### src/rtl/control_sequencer.sv
// Hardwired Moore control unit for the single-bus datapath: fetch T0-T2, decode,
// then execute steps for ALU, MUL/DIV, NEG/NOT, NOP and HALT, with a memory-wait timeout.
module control_sequencer #(
  parameter int unsigned MEM_TIMEOUT = 15
) (
  input  logic        clk,
  input  logic        reset,
  input  logic        run,
  input  logic [31:0] ir,
  input  logic        mem_rdy,
  output logic        PCout,
  output logic        MARin,
  output logic        IncPC,
  output logic        PCin,
  output logic        Read,
  output logic        MDRin,
  output logic        MDRout,
  output logic        IRin,
  output logic        Yin,
  output logic        Zin,
  output logic        Zlowout,
  output logic        Zhighout,
  output logic        HIin,
  output logic        LOin,
  output logic [15:0] Rout,
  output logic [15:0] Rin,
  output logic [12:0] alu_op,
  output logic        instr_done,
  output logic        halted,
  output logic        fault,
  output logic [3:0]  state
);

  typedef enum logic [3:0] {
    S_IDLE  = 4'd0,
    S_T0    = 4'd1,
    S_T1    = 4'd2,
    S_T2    = 4'd3,
    S_T3    = 4'd4,
    S_T4    = 4'd5,
    S_T5    = 4'd6,
    S_T6    = 4'd7,
    S_HALT  = 4'd8,
    S_FAULT = 4'd9
  } state_t;

  typedef enum logic [2:0] {
    C_ALU3, C_MULDIV, C_UNARY, C_NOP, C_HALT, C_ILLEGAL
  } op_class_t;

  state_t     state_q, state_d;
  logic [7:0] cnt_q, cnt_d;
  op_class_t  op_class;
  logic [12:0] alu_sel;

  logic [4:0] opc;
  logic [3:0] ra, rb, rc;
  logic       unused_ir_bits;

  assign opc = ir[31:27];
  assign ra  = ir[26:23];
  assign rb  = ir[22:19];
  assign rc  = ir[18:15];
  assign unused_ir_bits = ^ir[14:0];

  function automatic logic [15:0] reg_sel(input logic [3:0] idx);
    reg_sel = 16'd1 << idx;
  endfunction

  // Opcode -> instruction class and one-hot ALU operation (bit0=AND ... bit12=NOT).
  always_comb begin
    op_class = C_ILLEGAL;
    alu_sel  = 13'd0;
    case (opc)
      5'b00011: begin op_class = C_ALU3;   alu_sel = 13'h0004; end // ADD
      5'b00100: begin op_class = C_ALU3;   alu_sel = 13'h0008; end // SUB
      5'b00101: begin op_class = C_ALU3;   alu_sel = 13'h0001; end // AND
      5'b00110: begin op_class = C_ALU3;   alu_sel = 13'h0002; end // OR
      5'b00111: begin op_class = C_ALU3;   alu_sel = 13'h0200; end // ROR
      5'b01000: begin op_class = C_ALU3;   alu_sel = 13'h0400; end // ROL
      5'b01001: begin op_class = C_ALU3;   alu_sel = 13'h0040; end // SHR
      5'b01010: begin op_class = C_ALU3;   alu_sel = 13'h0080; end // SHRA
      5'b01011: begin op_class = C_ALU3;   alu_sel = 13'h0100; end // SHL
      5'b01111: begin op_class = C_MULDIV; alu_sel = 13'h0010; end // MUL
      5'b10000: begin op_class = C_MULDIV; alu_sel = 13'h0020; end // DIV
      5'b10001: begin op_class = C_UNARY;  alu_sel = 13'h0800; end // NEG
      5'b10010: begin op_class = C_UNARY;  alu_sel = 13'h1000; end // NOT
      5'b11010: op_class = C_NOP;
      5'b11011: op_class = C_HALT;
      default:  op_class = C_ILLEGAL;
    endcase
  end

  // NOTE: sequential state uses non-blocking assignments so every register samples pre-edge values.
  always_ff @(posedge clk) begin
    if (reset) begin
      state_q <= S_IDLE;
      cnt_q   <= 8'd0;
    end else begin
      state_q <= state_d;
      cnt_q   <= cnt_d;
    end
  end

  // NOTE: every output and next-state term gets a default first, so no path infers a latch.
  always_comb begin
    state_d  = state_q;
    cnt_d    = cnt_q;
    {PCout, MARin, IncPC, PCin, Read, MDRin, MDRout, IRin} = 8'd0;
    {Yin, Zin, Zlowout, Zhighout, HIin, LOin} = 6'd0;
    Rout       = 16'd0;
    Rin        = 16'd0;
    alu_op     = 13'd0;
    instr_done = 1'b0;
    halted     = 1'b0;
    fault      = 1'b0;

    case (state_q)
      S_IDLE: if (run) state_d = S_T0;
      S_T0: begin
        {PCout, MARin, IncPC, PCin} = 4'b1111;
        cnt_d   = 8'd0;
        state_d = S_T1;
      end
      S_T1: begin
        Read  = 1'b1;
        MDRin = 1'b1;
        if (mem_rdy) begin
          cnt_d   = 8'd0;
          state_d = S_T2;
        end else if (32'(cnt_q) + 32'd1 >= MEM_TIMEOUT) begin
          cnt_d   = 8'd0;
          state_d = S_FAULT;
        end else begin
          cnt_d = cnt_q + 8'd1;
        end
      end
      S_T2: begin
        MDRout  = 1'b1;
        IRin    = 1'b1;
        state_d = S_T3;
      end
      S_T3: begin
        case (op_class)
          C_ALU3:   begin Rout = reg_sel(rb); Yin = 1'b1; state_d = S_T4; end
          C_MULDIV: begin Rout = reg_sel(ra); Yin = 1'b1; state_d = S_T4; end
          C_UNARY: begin
            Rout = reg_sel(rb); alu_op = alu_sel; Zin = 1'b1; state_d = S_T4;
          end
          C_NOP:   instr_done = 1'b1;
          C_HALT:  state_d = S_HALT;
          default: state_d = S_FAULT;
        endcase
      end
      S_T4: begin
        case (op_class)
          C_ALU3: begin
            Rout = reg_sel(rc); alu_op = alu_sel; Zin = 1'b1; state_d = S_T5;
          end
          C_MULDIV: begin
            Rout = reg_sel(rb); alu_op = alu_sel; Zin = 1'b1; state_d = S_T5;
          end
          C_UNARY: begin Zlowout = 1'b1; Rin = reg_sel(ra); instr_done = 1'b1; end
          default: state_d = S_FAULT;
        endcase
      end
      S_T5: begin
        case (op_class)
          C_ALU3:   begin Zlowout = 1'b1; Rin = reg_sel(ra); instr_done = 1'b1; end
          C_MULDIV: begin Zlowout = 1'b1; LOin = 1'b1; state_d = S_T6; end
          default:  state_d = S_FAULT;
        endcase
      end
      S_T6: begin
        Zhighout   = 1'b1;
        HIin       = 1'b1;
        instr_done = 1'b1;
      end
      S_HALT:  halted = 1'b1;
      S_FAULT: fault  = 1'b1;
      default: state_d = S_FAULT;
    endcase

    // run is sampled only at the end of an instruction.
    if (instr_done) state_d = run ? S_T0 : S_IDLE;
  end

  assign state = state_q;

endmodule

### config.mk
export PLATFORM = sky130hd
export DESIGN_NAME = control_sequencer
export DESIGN_NICKNAME = d
export VERILOG_FILES = /design/src/rtl/control_sequencer.sv
export SDC_FILE = /design/constraint.sdc
export NUM_CORES = 1
export LEC_CHECK = 0
export ABC_AREA = 1
export BUFFER_PORTS_ARGS = -buffer_cell sky130_fd_sc_hd__clkbuf_2
export CAP_MARGIN = 20
export CELL_PAD_IN_SITES_DETAIL_PLACEMENT = 0
export CELL_PAD_IN_SITES_GLOBAL_PLACEMENT = 1
export CORE_ASPECT_RATIO = 1.5
export CORE_MARGIN = 3
export CORE_UTILIZATION = 32
export DETAILED_ROUTE_END_ITERATION = 16
export HOLD_SLACK_MARGIN = 0.05
export PLACE_DENSITY_LB_ADDON = 0.1
export SLEW_MARGIN = 0
export SYNTH_ARGS = -nofsm -noshare
export SYNTH_HDL_FRONTEND = slang
export SYNTH_SLANG_ARGS = --single-unit
### constraint.sdc
create_clock -name clk -period 2.9 [get_ports clk]
set_input_delay 0.145 -clock clk [delete_from_list [all_inputs] [get_ports clk]]
set_output_delay 0.145 -clock clk [all_outputs]
set_load 0.02 [all_outputs]
* Word level (Yosys, flattened, before mapping)
Index checks and enable logic that the tools add are counted.
Storage, ports and cells: register bits 12, latch bits 0, bits in writable memories 0, memory bits (read-only) 0, bits of input ports 36, logic and storage cells 92, memories kept 0
Cells by class: add/subtract/negate cells 2, multiply operators 0, div/mod/pow operators 0, $lt $le $gt $ge 1, equal/unequal tests 34, shifts and indexed selects 3, muxes and demuxes 39, bitwise operators 0, reduce and logical (&&, ||, !) cells 11
Operators by type and width (number):
- $pmux 13 s13 | 1
- $pmux 16 s2 | 4
- $shl 1x4->16 const A | 3
- $mux 16 | 2
- $pmux 4 s8 | 1
- $mux 13 | 2
- $pmux 13 s2 | 1
- $eq 5x4->1 const B | 5
- $eq 5x5->1 const B | 5
- $eq 5x3->1 const B | 4
- $eq 4x3->1 const B | 4
- $mux 4 | 4
- $mux 8 | 2
- $pmux 4 s2 | 2
- $pmux 8 s2 | 1
- $pmux 3 s5 | 1
- $mux 1 | 14
- $ne 3x3->1 const B | 4
- $pmux 4 s3 | 1
- $add 8x1->9 const B | 1
- $ge 9x4->1 const B | 1
- $reduce_or 9->1 | 1
- $add 8x1->8 const B | 1
- $eq 4x2->1 const B | 2
- other kinds (16) | 23

* Depth between registers and ports, before layout
Gate-level depths: netlist of the first run.
depth in word-level cells 8, gate-level depth with buffers 11, depth with buffers taken out 11

* Worst setup path before layout of the first run
Ideal clock, no wire load.
path kind register to output, from reg state_q[0] (netlist: state[0]), to out alu_op[0], arrival 2.042 ns, required time 2.755 ns, slack 0.713 ns, cell stages (with the launch flop) 10, buffers on the path 1, path through dfxtp_1 > inv_1 > nor2_1 > inv_1 > nor2_1 > buf_4 > nand2_1 > o21ai_2 > inv_1 > nor4_1
Between the ends: word-level cells in the longest chain between the ends 2
RTL lines:
- from (decl) | line 51 | state_t state_q, state_d;
- from (signal assigned) | line 100 | state_q <= state_d;
- $eq 4x3->1 | line 118 | case (state_q)
- $pmux 13 s2 (*) | line 118
- to (decl) | line 27 | output logic [12:0] alu_op,
Every way passes the cells marked *; elsewhere a longest branch is shown, timed or not.

* Worst setup path after layout of the first run
Same ends and word-level chain as after synthesis.

==> results of run 1 <==
## registers in the layout, summed over array words and instances, names as in the netlist
signal	count
cnt_q	8
state	4
## report_power, final
group          internal (uW)  total, uW  switching, uW
Sequential               188        222           34.5
Combinational            152        533            382
Clock                   91.0        146           54.6
Total                    430        901            471
## stage by stage
step / total power (uW) / cells / utilization [%] / setup WS [ns]
after floorplan: 634 / 383 / - / 0.713
after global placement: 762 / 519 / 39.6 / 0.708
after detailed placement: 759 / 519 / 39.6 / 0.695
after CTS: 908 / 522 / 40.3 / 0.495
after global routing: 988 / 522 / 40.3 / 0.231
final: 901 / 522 / 40.3 / 0.483
## layout by cell type (no fill, tap or decap), drive strengths merged
master / n
nand4: 26
o21ai: 27
and3: 1
buf: 2
nand2: 103
o32ai: 16
nor3: 24
o211ai: 1
inv: 48
a2bb2oi: 1
clkbuf: 89
nand3b: 1
o21bai: 2
dfxtp: 12
nor4: 5
nand3: 29
nor2: 52
a21oi: 6
o22ai: 1
ha: 2
## worst max path at each step
stage / from / depth (start not counted) / end / slack [ns]
2_1_floorplan: state[0] / 9 / alu_op[0] / 0.71
3_3_place_gp: ir[28] / 12 / Rout[15] / 0.71
3_5_place_dp: ir[28] / 12 / Rout[15] / 0.69
4_1_cts: state[0] / 10 / alu_op[0] / 0.50
5_1_grt: state[0] / 10 / alu_op[0] / 0.23
6_report: state[0] / 10 / alu_op[0] / 0.48
## layout make-up
type,count,area [um^2]
flip-flops and latches,12,240
fillers,749,3710
well taps,74,92.6
repair buffers,88,445
multi-input cells,297,1510
inverters,48,180
clock buffers,3,41.3
## cell families after synthesis
| kind of cell | share of synthesized area, % |
|---|---|
| AO/OA/AOI/OAI | 18.6 |
| adder cells (fa/ha/maj) | 1.21 |
| buffers and inverters | 15.7 |
| flip-flops | 11.6 |
| AND/OR/NAND/NOR | 53.0 |
## worst max-delay path: stages, from the launching register on
cell      delay [ns]
dfxtp_1         0.47
inv_1           0.13
nor2_1          0.10
inv_1           0.06
nor2_1          0.20
buf_4           0.28
nand2_1         0.13
o21ai_2         0.11
inv_1           0.11
nor4_1          0.22
clkbuf_2        0.23
## per-layer routing
layer | wire length, um | vias up
met5 | 0 | -
li1 | - | 1420
met1 | 2830 | 1236
met3 | 298 | 6
met2 | 4030 | 85
met4 | 88 | 0
==> results.tsv, run 1 <==
stage	metric	value	unit
global_routing	antenna_found_initial	0	
sta	fin_crit	2.42	ns
pwr	power.density	360	nW/um^2
status	status	complete, no violations	
yosys	synth_edf_count	0	
yosys	synth_top_area_share	18.1	%
finish	final_area	2500	um^2
placed_design	place_congestion	0.874	
clock_tree	cts_tree	done	
worst_setup_path	worstReg2RegStart	cnt_q[0]	
die	die_area	7490	um^2
worst_setup_path	r2r-end	state[0]	
placed_design	port_buffers	86	
sta	tns	0	ns
worst_setup_path	endpoint_kind	output port	
yosys	ys.flop_type	dfxtp_1	
clock_tree	cts.reportedPaths.clkPinSlew	0.05	ns
global_routing	grt_overflow	0	
yosys	yosysWarnings	0	
yosys	synth.most_common_cell	nand2_1	
placed_design	dpl_cell_area	2460	um^2
placed_design	dp_hpwl	5.88	mm
finish	layout-drive-gt1-share	24.8	%
yosys	netlist_top_cells_area	nand2_1 18%, dfxtp_1 12%, nor2_1 9.1%	
clock_tree	clock-sinks	12	
drt	num_vias	2747	
drt	ant_nets	0	
finish	diodes	0	
sta	fin_skew	0.00243	ns
clock_tree	cts_setup_buffers	0	
die	design.core.area	6220	um^2
global_routing	grt_usage	19.3	%
sta	setup_viol	0	
worst_setup_path	critical_path_class	flip-flop to output port	
worst_setup_path	critPathLaunchType	flip-flop	
yosys	yosysSeqAreaShare	11.6	%
drt	wirelength	7.24	mm
worst_setup_path	rrSetupSlack	0.98	ns
sta	slew_viol_final	0	
yosys	syn_nets	421	
die	initial_core_util	33.3	%
drt	drc_errors	0	
yosys	yosys_register_bits	12	
min_path	hold_depth	2	
global_routing	busiest_layer	met2	
worst_setup_path	cp_max_fo	18	
sta	tightest_slew	0.425	ns
sta	maxSlewHeadroom	71.7	%
yosys	syn-instance-count	383	
global_routing	grtUsageMet3	1.16	%
clock_tree	cts_root_buffer	clkbuf_8	
worst_setup_path	crit_required	2.76	ns
yosys	synth.largest_area_cell	nand2_1	
worst_setup_path	critical_path_arrival	2.27	ns
clock_tree	holdBufCountCts	0	
sta	hold_ws	0.205	ns
global_routing	grt_use_met1	23.4	%
clock_tree	cts_buffers	3	
pwr	peakVddDrop	335	uV
sta	max_freq	414	MHz
die	fp.dieH	104	um
drt	avgRoutedWirePerCell	13.9	um
clock_tree	htree_levels	1	
drt	drt_pass1_iterations	4	
sta	hold_violations	0	
min_path	hold_path_class	input port to flip-flop	
pwr	p_leak	0.00123	uW
clock_tree	clock_latency	0.23	ns
sta	rsz0062_at_grt	no	
yosys	netlist_top_cells_count	100 x nand2_1, 50 x nor2_1, 46 x inv_1, 29 x nand3_1, 25 x nand4_1	
yosys	syn_area	2070	um^2
drt	drt_iter0_markers	195	
run	cap_violations	0	
finish	nNetsFinal	488	
finish	area_growth	21.0	%
clock_tree	clk_path_buf_depth	2	
global_routing	grt_max_degree	24	
worst_setup_path	r2r_cells	11	
clock_tree	ctsResizeCount	0	
yosys	synth_async_sr_flop_share	0	%
min_path	min_to	cnt_q[2]	
min_path	min_from	reset	
die	rows	35	
yosys	syn_avg_cell_area	5.40	um^2
yosys	ys_types	29	
drt	avgViaCountPerCell	5.26	
die	die_w	71.7	um
die	boundaryPins	102	
global_routing	grt_first_pass_wirelength	12.1	mm
global_routing	grt_pass1_vias	2600	
sta	finalCritPeriodShare	83.3	%
global_routing	met2_usage	35.5	%
Note: power is estimated with default switching activity, not from simulation.
==> run 2, diff against run 1 <==
--- a/config.mk
+++ b/config.mk
@@ -12,7 +12,7 @@
 export CELL_PAD_IN_SITES_GLOBAL_PLACEMENT = 1
 export CORE_ASPECT_RATIO = 1.5
 export CORE_MARGIN = 3
-export CORE_UTILIZATION = 32
+export CORE_UTILIZATION = 30
 export DETAILED_ROUTE_END_ITERATION = 16
 export HOLD_SLACK_MARGIN = 0.05
 export PLACE_DENSITY_LB_ADDON = 0.1
==> constraint.sdc (replaced) <==
create_clock -name clk -period 2.4 [get_ports clk]
set_input_delay 0.12 -clock clk [delete_from_list [all_inputs] [get_ports clk]]
set_output_delay 0.12 -clock clk [all_outputs]
set_load 0.02 [all_outputs]
==> run 2 against run 1 <==
Setup slack lost 0.16 ns. Highest routed layer unchanged. Flip-flop and latch count is the same. Clock power grew 21%. Global-route usage shrank 0.24 points. Clock-buffer cell count is the same.
==> results.tsv, run 2 (synthesis gave the netlist of run 1 again) <==
stage	metric	value	unit	change
placed_design	port_buffers	86		unchanged
worst_setup_path	endpoint_kind	output port		
run	cap_violations	0		unchanged
die	die_area	7950	um^2	+6.2%
worst_setup_path	critPathLaunchType	flip-flop		
clock_tree	htree_levels	1		unchanged
clock_tree	clk_path_buf_depth	2		unchanged
die	design.core.area	6580	um^2	+5.8%
clock_tree	cts_setup_buffers	0		unchanged
drt	num_vias	2782		+1.3%
placed_design	dp_hpwl	6.11	mm	+3.8%
finish	nNetsFinal	490		+0.41%
die	rows	36		+2.9%
worst_setup_path	cp_max_fo	8		-10
die	boundaryPins	102		unchanged
pwr	peakVddDrop	534	uV	+59%
clock_tree	cts_buffers	3		unchanged
drt	avgRoutedWirePerCell	14.0	um	+1.0%
sta	slew_viol_final	0		unchanged
finish	area_growth	22.0	%	
drt	ant_nets	0		unchanged
global_routing	antenna_found_initial	0		unchanged
finish	layout-drive-gt1-share	25.3	%	+0.56 points
placed_design	place_congestion	0.840		-3.9%
die	fp.dieH	108	um	+3.1%
sta	fin_crit	2.08	ns	
status	status	complete, no violations		
sta	maxSlewHeadroom	67.5	%	-4.2 points
worst_setup_path	critical_path_class	flip-flop to output port		
global_routing	grt_usage	19.1	%	-0.24 points
sta	max_freq	481	MHz	
sta	hold_ws	0.186	ns	-0.0185 ns
drt	wirelength	7.37	mm	+1.8%
pwr	p_leak	0.00124	uW	+0.77%
clock_tree	cts_tree	done		
worst_setup_path	crit_required	2.28	ns	-0.48 ns
drt	avgViaCountPerCell	5.29		+0.50%
global_routing	grt_max_degree	21		-13%
sta	setup_viol	0		unchanged
die	die_w	73.8	um	+3.0%
clock_tree	cts_root_buffer	clkbuf_8		
clock_tree	clock-sinks	12		unchanged
die	initial_core_util	31.5	%	-1.8 points
global_routing	grt_pass1_vias	2610		+0.38%
sta	hold_violations	0		unchanged
clock_tree	cts.reportedPaths.clkPinSlew	0.05	ns	about the same
sta	tns	0	ns	unchanged
drt	drc_errors	0		unchanged
finish	largest_reg_flops	8		unchanged
global_routing	grt_overflow	0		unchanged
finish	most-common-layout-cells	100 x nand2_1, 86 x clkbuf_2, 49 x nor2_1, 46 x inv_1, 29 x nand3_1		
finish	diodes	0		unchanged
pwr	power.density	436	nW/um^2	+21%
sta	rsz0062_at_grt	no		
finish	largest_register	cnt_q		
drt	drt_iter0_markers	314		+61%
clock_tree	clock_latency	0.24	ns	about the same
global_routing	grt_first_pass_wirelength	12.3	mm	+1.3%
worst_setup_path	r2r_cells	11		unchanged
min_path	hold_path_class	input port to flip-flop		
drt	drt_pass1_iterations	4		unchanged
finish	layout_commonest_cell	nand2_1		
worst_setup_path	critical_path_arrival	1.96	ns	-0.31 ns
sta	tightest_slew	0.486	ns	+0.0618 ns
sta	fin_skew	0.000653	ns	-0.00177 ns
sta	finalCritPeriodShare	86.7	%	
min_path	hold_depth	2		unchanged
==> run 2: cell types whose count changed in the layout (fill, tap and decap cells not counted), sizes merged <==
cell  change
buf       +2
==> run 2: final timing paths <==
check	startpoint	endpoint	slack (ns)
max	state[0]	alu_op[12]	0.32
min reg2reg	cnt_q[6]	cnt_q[6]	0.44
max reg2reg	cnt_q[0]	state[0]	0.46
min	reset	cnt_q[2]	0.19
==> run 2: power breakdown <==
part,switching (uW),total (uW),internal [uW]
logic,470,655,186
registers,42.2,269,227
clock network,66.1,176,110
==> run 2: stage by stage <==
| step | setup WS [ns] | cells | util (%) | total power, uW | cell area (um^2) |
|---|---|---|---|---|---|
| 2_1_floorplan | 0.238 | 383 | - | 766 | 2070 |
| 3_3_place_gp | 0.465 | 523 | 37.7 | 927 | 2480 |
| 3_5_place_dp | 0.447 | 523 | 37.7 | 928 | 2480 |
| 4_1_cts | 0.236 | 526 | 38.4 | 1110 | 2520 |
| 5_1_grt | 0.0426 | 526 | 38.4 | 1200 | 2520 |
| 6_report | 0.320 | 526 | 38.4 | 1100 | 2520 |
==> run 2: final cells by class <==
| class | count | area, um^2 |
|---|---|---|
| tap | 76 | 95.1 |
| inverter | 48 | 180 |
| fill | 785 | 4050 |
| timing repair buffer | 90 | 460 |
| clock buffer | 3 | 41.3 |
| multi-input combinational | 297 | 1510 |
| sequential | 12 | 240 |
==> run 2: what timing repair did <==
item / CTS / global route
gates resized for setup: 0 / 1
endpoints found under the setup margin: 0 / 1
hold buffers: 0 / 0
==> run 2: routing by layer <==
layer  track usage [%]  vias up  part of all wire [%]
li1                  -     1429                     -
met1              21.8     1255                    38
met2              35.9       78                    55
met3              1.03       20                   4.3
met4              6.99        0                   2.9
met5                 0        -                     0
==> run 2: worst max-delay path, cell delays in order, from the launching register on <==
cell	delay [ns]
dfxtp_1	0.46
inv_1	0.13
nor2_1	0.11
inv_1	0.07
nor2_2	0.16
nand2_1	0.11
o21ai_2	0.10
nand3_1	0.15
nor3_1	0.21
clkbuf_2	0.21
==> run 3, diff against run 2 <==
--- a/config.mk
+++ b/config.mk
@@ -16,6 +16,7 @@
 export DETAILED_ROUTE_END_ITERATION = 16
 export HOLD_SLACK_MARGIN = 0.05
 export PLACE_DENSITY_LB_ADDON = 0.1
+export REMOVE_ABC_BUFFERS = 1
 export SLEW_MARGIN = 0
 export SYNTH_ARGS = -nofsm -noshare
 export SYNTH_HDL_FRONTEND = slang
==> run 3 against run 2 <==
Sequential share of layout area is 0.070 points lower. Fmax is 0.14% higher. Critical path depth is 1 higher. Core utilization is 0.29 points higher. Cell area is 0.74% higher. Die area stayed put. Final cell count is 0.38% higher. Setup slack better by 0.0029 ns. Clock power is 25% higher. Critical path type unchanged.
==> results.tsv, run 3 (synthesis gave the netlist of run 1 again) <==
stage	metric	value	unit	change
clock_tree	cts_setup_buffers	0		unchanged
clock_tree	clk_path_buf_depth	2		unchanged
die	rows	36		unchanged
clock_tree	clock_latency	0.24	ns	about the same
global_routing	grt_overflow	0		unchanged
pwr	power.density	445	nW/um^2	+2.1%
finish	area_growth	22.9	%	
global_routing	grt_usage	18.4	%	-0.65 points
finish	layout-drive-gt1-share	25.4	%	+0.11 points
clock_tree	cts.reportedPaths.clkPinSlew	0.06	ns	about the same
clock_tree	ctsResizeCount	0		unchanged
clock_tree	cts_buffers	3		unchanged
global_routing	antenna_found_initial	0		unchanged
clock_tree	holdBufCountCts	0		unchanged
clock_tree	cts_root_buffer	clkbuf_8		
sta	rsz0062_at_grt	no		
finish	diodes	0		unchanged
worst_setup_path	critPathLaunchType	flip-flop		
status	status	complete, no violations		
drt	avgViaCountPerCell	5.27		-0.45%
min_path	hold_depth	3		+1
min_path	min_to	state[0]		
pwr	peakVddDrop	567	uV	+6.2%
pwr	p_leak	0.00125	uW	+1.0%
placed_design	preCtsSetupSlack	0.452	ns	+0.00457 ns
sta	fin_skew	0.00801	ns	+0.00736 ns
placed_design	dp_hpwl	5.92	mm	-3.1%
run	cap_violations	0		unchanged
drt	drc_errors	0		unchanged
global_routing	grt_max_degree	22		+4.8%
finish	nNetsFinal	491		+0.20%
finish	final_area	2540	um^2	+0.74%
finish	most-common-layout-cells	100 x nand2_1, 86 x clkbuf_2, 50 x nor2_1, 46 x inv_1, 29 x nand3_1		
die	die_area	7950	um^2	unchanged
placed_design	dpl_cell_area	2490	um^2	+0.30%
die	boundaryPins	102		unchanged
finish	nFillCells	761		-3.1%
die	die_w	73.8	um	unchanged
finish	layout_commonest_cell	nand2_1		
worst_setup_path	worstReg2RegStart	cnt_q[0]		
worst_setup_path	cp_max_fo	8		unchanged
worst_setup_path	crit_required	2.28	ns	about the same
sta	hold_ws	0.182	ns	-0.00373 ns
finish	largest_register	cnt_q		
worst_setup_path	critical_path_class	flip-flop to output port		
min_path	min_from	run		
sta	slew_viol_final	0		unchanged
sta	tns	0	ns	unchanged
worst_setup_path	r2r_cells	11		unchanged
worst_setup_path	critical_path_arrival	1.96	ns	about the same
worst_setup_path	rrSetupSlack	0.44	ns	-0.02 ns
drt	ant_nets	0		unchanged
pwr	power	1130	uW	+2.8%
finish	regArea	240	um^2	unchanged
drt	drt_iter0_markers	181		-42%
sta	timing.final.ws_setup	0.323	ns	+0.00287 ns
sta	setup_viol	0		unchanged
min_path	hold_path_class	input port to flip-flop		
finish	multi_input_area	1510	um^2	-0.17%
sta	max_freq	481	MHz	+0.14%
global_routing	grt_first_pass_wirelength	12.0	mm	-2.6%
sta	finalCritPeriodShare	86.6	%	-0.12 points
global_routing	grt_pass1_vias	2534		-2.9%
drt	wirelength	7.38	mm	about the same
die	initial_core_util	31.5	%	unchanged
placed_design	place_congestion	0.807		-3.9%
worst_setup_path	endpoint_kind	output port		
finish	largest_reg_flops	8		unchanged
worst_setup_path	r2r-end	state[0]		
sta	tightest_slew	0.446	ns	-0.0408 ns
clock_tree	htree_levels	1		unchanged
die	fp.dieH	108	um	unchanged
placed_design	port_buffers	86		unchanged
clock_tree	cts_tree	done		
drt	drt_pass1_iterations	4		unchanged
sta	hold_violations	0		unchanged
clock_tree	clock-sinks	12		unchanged
sta	maxSlewHeadroom	70.3	%	+2.8 points
sta	fin_crit	2.08	ns	-0.00287 ns
drt	num_vias	2780		-0.072%
die	design.core.area	6580	um^2	unchanged
drt	avgRoutedWirePerCell	14.0	um	-0.28%
-- run 3: cell count changes in the layout (fill, tap and decap cells not counted) --
cell,previous run,this run
nor2_2,2,1
nor2_1,49,50
buf_4,4,5
clkbuf_8,3,4
-- run 3: worst max-delay path by stage --
stage | endpoint | slack (ns) | start
after CTS | alu_op[9] | 0.31 | state[0]
after global routing | alu_op[9] | 0.11 | state[0]
final | alu_op[0] | 0.32 | state[0]
after global placement | Rout[1] | 0.47 | ir[29]
after detailed placement | state[0] | 0.45 | cnt_q[0]
after floorplan | alu_op[0] | -0.26 | state[0]
-- run 3: worst max-delay path, cell delays in order, from the launching register on --
cell and delay (ns):
dfxtp_1 0.48, inv_1 0.14, nor2_1 0.10, inv_1 0.06
nor2_1 0.08, buf_4 0.14, nand2_1 0.10, o21ai_2 0.11
inv_1 0.12, nor4_1 0.18, clkbuf_2 0.21
-- run 3: routing by layer --
| layer | vias up | part of all wire (%) | GRT usage, % |
|---|---|---|---|
| li1 | 1430 | - | - |
| met1 | 1262 | 41 | 21.7 |
| met2 | 78 | 53 | 35.2 |
| met3 | 10 | 3.8 | 0.748 |
| met4 | 0 | 1.7 | 4.53 |
| met5 | - | 0 | 0 |
-- run 3: through the flow --
stage	instances	util (%)
final	528	38.7
after global routing	528	38.7
after CTS	528	38.7
after detailed placement	524	37.8
after global placement	524	37.8
after floorplan	357	-
-- run 3: power by group --
| group | internal, uW | switching (uW) | leakage (uW) |
|---|---|---|---|
| combinational | 186 | 457 | 0.00113 |
| sequential | 226 | 41.9 | 0.0000972 |
| clock | 145 | 75.1 | 0.0000288 |
| total | 557 | 574 | 0.00125 |
-- run 3: cell type report --
cell class                      instances  area share (%)
Timing Repair Buffer                   91            18.4
Clock buffer                            4            2.16
Inverter                               48            7.08
Multi-Input combinational cell        297            59.2
Sequential cell                        12            9.44
Tap cell                               76            3.74
